--- src/rtl/sys_ctrl_pkg.sv ---
// Shared system-controller definitions: ALU function codes,
// ALU FSM state encoding, operand widths and the single-cycle op function.
package sys_ctrl_pkg;

    localparam int OPER_WIDTH = 8;
    localparam int OUT_WIDTH  = 2 * OPER_WIDTH;
    localparam int FUN_WIDTH  = 4;
    localparam int CNT_WIDTH  = $clog2(OPER_WIDTH);

    localparam logic [FUN_WIDTH-1:0] ALU_ADD  = 4'h0;
    localparam logic [FUN_WIDTH-1:0] ALU_SUB  = 4'h1;
    localparam logic [FUN_WIDTH-1:0] ALU_MUL  = 4'h2;
    localparam logic [FUN_WIDTH-1:0] ALU_DIV  = 4'h3;
    localparam logic [FUN_WIDTH-1:0] ALU_AND  = 4'h4;
    localparam logic [FUN_WIDTH-1:0] ALU_OR   = 4'h5;
    localparam logic [FUN_WIDTH-1:0] ALU_NAND = 4'h6;
    localparam logic [FUN_WIDTH-1:0] ALU_NOR  = 4'h7;
    localparam logic [FUN_WIDTH-1:0] ALU_XOR  = 4'h8;
    localparam logic [FUN_WIDTH-1:0] ALU_XNOR = 4'h9;
    localparam logic [FUN_WIDTH-1:0] ALU_EQ   = 4'hA;
    localparam logic [FUN_WIDTH-1:0] ALU_GT   = 4'hB;
    localparam logic [FUN_WIDTH-1:0] ALU_LT   = 4'hC;
    localparam logic [FUN_WIDTH-1:0] ALU_SHR  = 4'hD;
    localparam logic [FUN_WIDTH-1:0] ALU_SHL  = 4'hE;
    localparam logic [FUN_WIDTH-1:0] ALU_NOP  = 4'hF;

    typedef enum logic [1:0] {
        ST_IDLE,
        ST_BUSY,
        ST_HOLD
    } alu_state_t;

    function automatic logic [OUT_WIDTH-1:0] alu_simple(
        input logic [FUN_WIDTH-1:0]  fun,
        input logic [OPER_WIDTH-1:0] a,
        input logic [OPER_WIDTH-1:0] b
    );
        logic [OUT_WIDTH-1:0] za;
        logic [OUT_WIDTH-1:0] zb;
        za = {{OPER_WIDTH{1'b0}}, a};
        zb = {{OPER_WIDTH{1'b0}}, b};
        case (fun)
            ALU_ADD:  return za + zb;
            ALU_SUB:  return za - zb;
            ALU_AND:  return za & zb;
            ALU_OR:   return za | zb;
            ALU_NAND: return {{OPER_WIDTH{1'b0}}, ~(a & b)};
            ALU_NOR:  return {{OPER_WIDTH{1'b0}}, ~(a | b)};
            ALU_XOR:  return za ^ zb;
            ALU_XNOR: return {{OPER_WIDTH{1'b0}}, ~(a ^ b)};
            ALU_EQ:   return (a == b) ? 16'd1 : 16'd0;
            ALU_GT:   return (a > b) ? 16'd2 : 16'd0;
            ALU_LT:   return (a < b) ? 16'd3 : 16'd0;
            ALU_SHR:  return za >> 1;
            ALU_SHL:  return za << 1;
            default:  return '0;
        endcase
    endfunction

endpackage

--- src/rtl/alu_muldiv_iter.sv ---
// Iterative shift-add multiplier and restoring divider sharing one
// accumulator; done/result are combinational on the final iteration.
module alu_muldiv_iter
    import sys_ctrl_pkg::*;
(
    input  logic                  CLK,
    input  logic                  RST,
    input  logic                  start,
    input  logic                  op,
    input  logic [OPER_WIDTH-1:0] a,
    input  logic [OPER_WIDTH-1:0] b,
    output logic                  done,
    output logic [OUT_WIDTH-1:0]  result
);

    logic [OUT_WIDTH-1:0]  acc;
    logic [OPER_WIDTH-1:0] a_r;
    logic [OPER_WIDTH-1:0] b_r;
    logic [CNT_WIDTH-1:0]  cnt;
    logic                  busy;
    logic                  op_r;

    logic [OPER_WIDTH:0]   trial;
    logic [OPER_WIDTH:0]   diff;
    logic [OUT_WIDTH-1:0]  mul_nxt;
    logic [OUT_WIDTH-1:0]  div_nxt;

    // Divide keeps {remainder, quotient} in acc and shifts the dividend
    // out of the low byte one bit per step.
    always_comb begin
        trial   = {acc[OUT_WIDTH-1:OPER_WIDTH], acc[OPER_WIDTH-1]};
        diff    = trial - {1'b0, b_r};
        div_nxt = {trial[OPER_WIDTH-1:0], acc[OPER_WIDTH-2:0], 1'b0};
        if (trial >= {1'b0, b_r}) begin
            div_nxt[OUT_WIDTH-1:OPER_WIDTH] = diff[OPER_WIDTH-1:0];
            div_nxt[0] = 1'b1;
        end
        mul_nxt = acc;
        if (b_r[cnt])
            mul_nxt = acc + ({{OPER_WIDTH{1'b0}}, a_r} << cnt);
    end

    assign result = op_r ? div_nxt : mul_nxt;
    assign done   = busy && (cnt == CNT_WIDTH'(OPER_WIDTH - 1));

    always_ff @(posedge CLK or negedge RST) begin
        if (!RST) begin
            acc  <= '0;
            a_r  <= '0;
            b_r  <= '0;
            cnt  <= '0;
            busy <= 1'b0;
            op_r <= 1'b0;
        end else if (start) begin
            acc  <= op ? {{OPER_WIDTH{1'b0}}, a} : '0;
            a_r  <= a;
            b_r  <= b;
            cnt  <= '0;
            busy <= 1'b1;
            op_r <= op;
        end else if (busy) begin
            acc <= result;
            cnt <= cnt + 1'b1;
            if (done)
                busy <= 1'b0;
        end
    end

endmodule

--- src/rtl/alu_seq_unit.sv ---
// ALU with single-cycle logic/arith ops and iterative MUL/DIV.
// Define ALU_ERR_EN to add the ALU_ERR divide-by-zero flag.
module alu_seq_unit
    import sys_ctrl_pkg::*;
(
    input  logic                  CLK,
    input  logic                  RST,
    input  logic [OPER_WIDTH-1:0] A,
    input  logic [OPER_WIDTH-1:0] B,
    input  logic [FUN_WIDTH-1:0]  ALU_FUN,
    input  logic                  ALU_EN,
    output logic [OUT_WIDTH-1:0]  ALU_OUT,
    output logic                  ALU_OUT_VLD
`ifdef ALU_ERR_EN
    ,
    output logic                  ALU_ERR
`endif
);

    alu_state_t           state;
    logic                 is_iter;
    logic                 start;
    logic                 done;
    logic [OUT_WIDTH-1:0] iter_res;

    assign is_iter = (ALU_FUN == ALU_MUL) || (ALU_FUN == ALU_DIV);
    assign start   = (state == ST_IDLE) && ALU_EN && is_iter;

    alu_muldiv_iter u_iter (
        .CLK    (CLK),
        .RST    (RST),
        .start  (start),
        .op     (ALU_FUN == ALU_DIV),
        .a      (A),
        .b      (B),
        .done   (done),
        .result (iter_res)
    );

`ifdef ALU_ERR_EN
    logic dz_r;

    always_ff @(posedge CLK or negedge RST) begin
        if (!RST) begin
            dz_r    <= 1'b0;
            ALU_ERR <= 1'b0;
        end else if (state == ST_IDLE && ALU_EN) begin
            dz_r    <= (ALU_FUN == ALU_DIV) && (B == '0);
            ALU_ERR <= 1'b0;
        end else if (state == ST_BUSY && ALU_EN && done) begin
            ALU_ERR <= dz_r;
        end
    end
`endif

    always_ff @(posedge CLK or negedge RST) begin
        if (!RST) begin
            state       <= ST_IDLE;
            ALU_OUT     <= '0;
            ALU_OUT_VLD <= 1'b0;
        end else begin
            ALU_OUT_VLD <= 1'b0;
            case (state)
                ST_IDLE: begin
                    if (ALU_EN && is_iter) begin
                        state <= ST_BUSY;
                    end else if (ALU_EN) begin
                        ALU_OUT     <= alu_simple(ALU_FUN, A, B);
                        ALU_OUT_VLD <= 1'b1;
                        state       <= ST_HOLD;
                    end
                end
                // Dropping ALU_EN mid-iteration abandons the op silently.
                ST_BUSY: begin
                    if (!ALU_EN) begin
                        state <= ST_IDLE;
                    end else if (done) begin
                        ALU_OUT     <= iter_res;
                        ALU_OUT_VLD <= 1'b1;
                        state       <= ST_HOLD;
                    end
                end
                ST_HOLD: begin
                    if (!ALU_EN)
                        state <= ST_IDLE;
                end
                default: state <= ST_IDLE;
            endcase
        end
    end

endmodule

--- config.mk ---
export PLATFORM = sky130hd
export DESIGN_NAME = alu_seq_unit
export DESIGN_NICKNAME = d
export VERILOG_FILES = /design/src/rtl/sys_ctrl_pkg.sv /design/src/rtl/alu_muldiv_iter.sv /design/src/rtl/alu_seq_unit.sv
export SDC_FILE = /design/constraint.sdc
export NUM_CORES = 1
export LEC_CHECK = 0
export CAP_MARGIN = 20
export CORE_UTILIZATION = 55
export DETAILED_ROUTE_END_ITERATION = 7
export GPL_TIMING_DRIVEN = 0
export PLACE_DENSITY = 0.79
export SLEW_MARGIN = 20
export SYNTH_ARGS = -nofsm -noshare
export SYNTH_HDL_FRONTEND = slang
export SYNTH_SLANG_ARGS = --single-unit
--- constraint.sdc ---
create_clock -name CLK -period 3.3 [get_ports CLK]
set_clock_uncertainty 0.05 [all_clocks]
set_input_delay 0.66 -clock CLK [delete_from_list [all_inputs] [get_ports CLK]]
set_output_delay 0.66 -clock CLK [all_outputs]
set_load 0.02 [all_outputs]
==> out/results.tsv <==
metric	value	unit
Max FO, Critical Path	8	
DR WL met2	9716	um
CP startpoint kind	flop	
Fill cells	809	
port buffer count	38	
final worst slack	17.44	ps
chip height	104.2	um
count leader, synth	nand2_1	
detailed-route via count	6249	
syn nets	818	
Post-synth EDFFs	0	
Max Cap Violations	0	
global-route wire length before repair	32040	um
Yosys Warn Count	0	
DR WL met3	1779	um
Hold Slack	311.2	ps
Synth cell types	68	
drt pass-1 iters	5	
Mapped Cells	742	
Final Wtd Congestion	1.018	
data required time of the worst path	3450	ps
WS Path Type	flop to flop	
CTS H-tree depth	2	
GRT Total Usage	37.84	%
Syn Area/Cell	7.737	um2
Hold/Removal Path Class	input port to asynchronous set/reset pin	
top post-synthesis cells by area	dfrtp_1 (24%), ha_1 (11%), o21ai_0 (6.6%)	
Root Buffer	clkbuf_8	
VDD IR max	0.0008066	V
Finished Core Util	68.53	%
Remaining DRCs	0	
final antenna-violating net count	0	
crit path capture type	flop	
Worst slew margin	51.83	%
pwr dens	922.6	nW/um2
post-DR vias/cell	6.691	
1st-iter DRT viols	661	
nets@finish	876	
ANT cells	0	
Final min period	3283	ps
Clk pin slew, worst setup/hold paths	120	ps
ys async rst share	100.0	%
final hold violations	0	
WL met1	8491	um
total power	0.006293	W
largest net degree at the start of global routing	57	
share of cells above drive strength 1	12.36	%
Worst-Margin Slew	722.6	ps
area grow syn2layout	18.83	%
Top FF cell, synth	dfrtp_1	
cell area after synthesis	5741	um2
RSZ-0062 raised after global routing	true	
row count	36	
vias in the first global route	5903	
critical path arrival	3430	ps
area occupied by multi-input gates	4275	um2
grt ovf	0	
initial core utilization	57.67	%
die width	104.2	um
IO Pins	40	
clock buffer count from CTS	5	
list of most frequent post-synthesis cells	nand2_1 (85), o21ai_0 (76), a21oi_1 (64)	
CTS sink cnt	56	
flop and latch count out of synthesis	56	
clk buf depth	2	
maximum clock frequency	304.6	MHz
setup violators final	0	
Clk Latency, worst-skew pair	340	ps
DP HPWL	15980	um
Yosys top cell area share	24.41	%
Post-Place Setup Slack	-558.8	ps
Detailed Route WL	21030	um
leakage power	2.857	nW
initial antenna violation count	0	
Seq. cell area	1403	um2
Final Cycle Share	99.47	%
Routed WL per cell	22.51	um
outcome	finished clean	
register area share after synthesis	24.41	%
largest area contributor in the synthesized netlist	dfrtp_1	
TritonCTS clock tree	yes	
Max Used Layer	met4	
total core area	9955	um2
final count of pins violating max slew	0	
die area	10850	um2
[cells in the final DEF (no fill, tap or decap), drive strengths merged, types with 14 or more instances in the layout]
cell type,count
a21oi,64
xnor2,17
ha,49
nor3,21
nand3,19
nand2b,14
mux2i,24
o21ai,80
clkbuf,32
nor2,42
o211ai,15
inv,42
clkdlybuf4s50,36
nand2,85
buf,32
dfrtp,56
a211oi,14
[what timing repair did]
action / in CTS / in global routing
gates cloned: 0 / 0
pin swaps: 8 / 25
hold buffers: 0 / 0
resized for setup: 31 / 45
setup buffers: 6 / 9
endpoints found under the hold margin: 0 / 0
endpoints found under the setup margin: 25 / 22
[flip-flops by register name, summed over array words and instances, names as in the netlist]
signal and cells:
state 2, ALU_OUT 16, u_iter.b_r 8, u_iter.acc 16, u_iter.a_r 8, u_iter.busy 1
u_iter.op_r 1, u_iter.cnt 3, ALU_OUT_VLD 1
[layer usage]
layer | GRT usage [%] | vias up
li1 | - | 2815
met1 | 49.52 | 2953
met2 | 61.71 | 400
met3 | 4.574 | 81
met4 | 18.88 | 0
met5 | 0 | -
[logic make-up (layout without fill, tap and decap cells)]
group,count (synthesis),count (layout),share of synthesized area (%)
AOI/OAI and AO/OA,266,266,29.21
and+or+nand+nor,226,226,18.64
buffers and inverters,86,145,6.168
DFF,56,56,24.41
adders and majority gates,53,53,12.08
muxes,33,33,6.146
xor gates and xnor gates,22,22,3.356
[metrics by stage]
stage | cells | setup TNS, ps | area, um2
global placement | 913 | -13740 | 6287
CTS | 926 | 0 | 6548
floorplan | 742 | 0 | 5741
global route | 934 | -969.3 | 6822
finish | 934 | 0 | 6822
detailed placement | 913 | -8066 | 6285
[layout make-up]
cell class,count,share of cell area (%)
clock buffers,5,1.009
repair buffers,53,7.227
flip-flops and latches,56,20.56
multi-input cells,600,62.67
well taps,133,2.439
inverters,41,2.256
clock inverters,3,0.6787
plain buffers,43,3.155
[path summary, 6_finish.rpt]
path | from | endpoint | slack, ps | cells after the start
worst min register to register | ALU_OUT[3] | ALU_OUT[3] | 460 | 2
worst max register to register | u_iter.cnt[1] | ALU_OUT[7] | 20 | 13
worst min-delay path | RST | u_iter.acc[8] | 310 | 1
worst max-delay path | u_iter.cnt[1] | ALU_OUT[7] | 20 | 13
min in group CLK | ALU_OUT[3] | ALU_OUT[3] | 460 | 2
max in group asynchronous | RST | u_iter.cnt[2] | 2370 | 1
[report_power, final]
group	internal, W	switching, W	leakage, nW
combinational	0.00190	0.00269	2.11
clock	0.000229	0.000259	0.0548
sequential	0.000905	0.000309	0.689
[worst max-delay path, stage by stage, from the launching register on]
cell	delay (ps)
dfrtp_1	420
buf_6	150
buf_8	140
mux2i_1	140
mux2_2	300
o22ai_1	180
ha_1	330
o21ai_2	240
nand2b_1	90
a31oi_1	200
xor2_1	310
o21ai_1	120
o211ai_1	320
o211ai_1	140
Power figures use the tool's default switching activity.
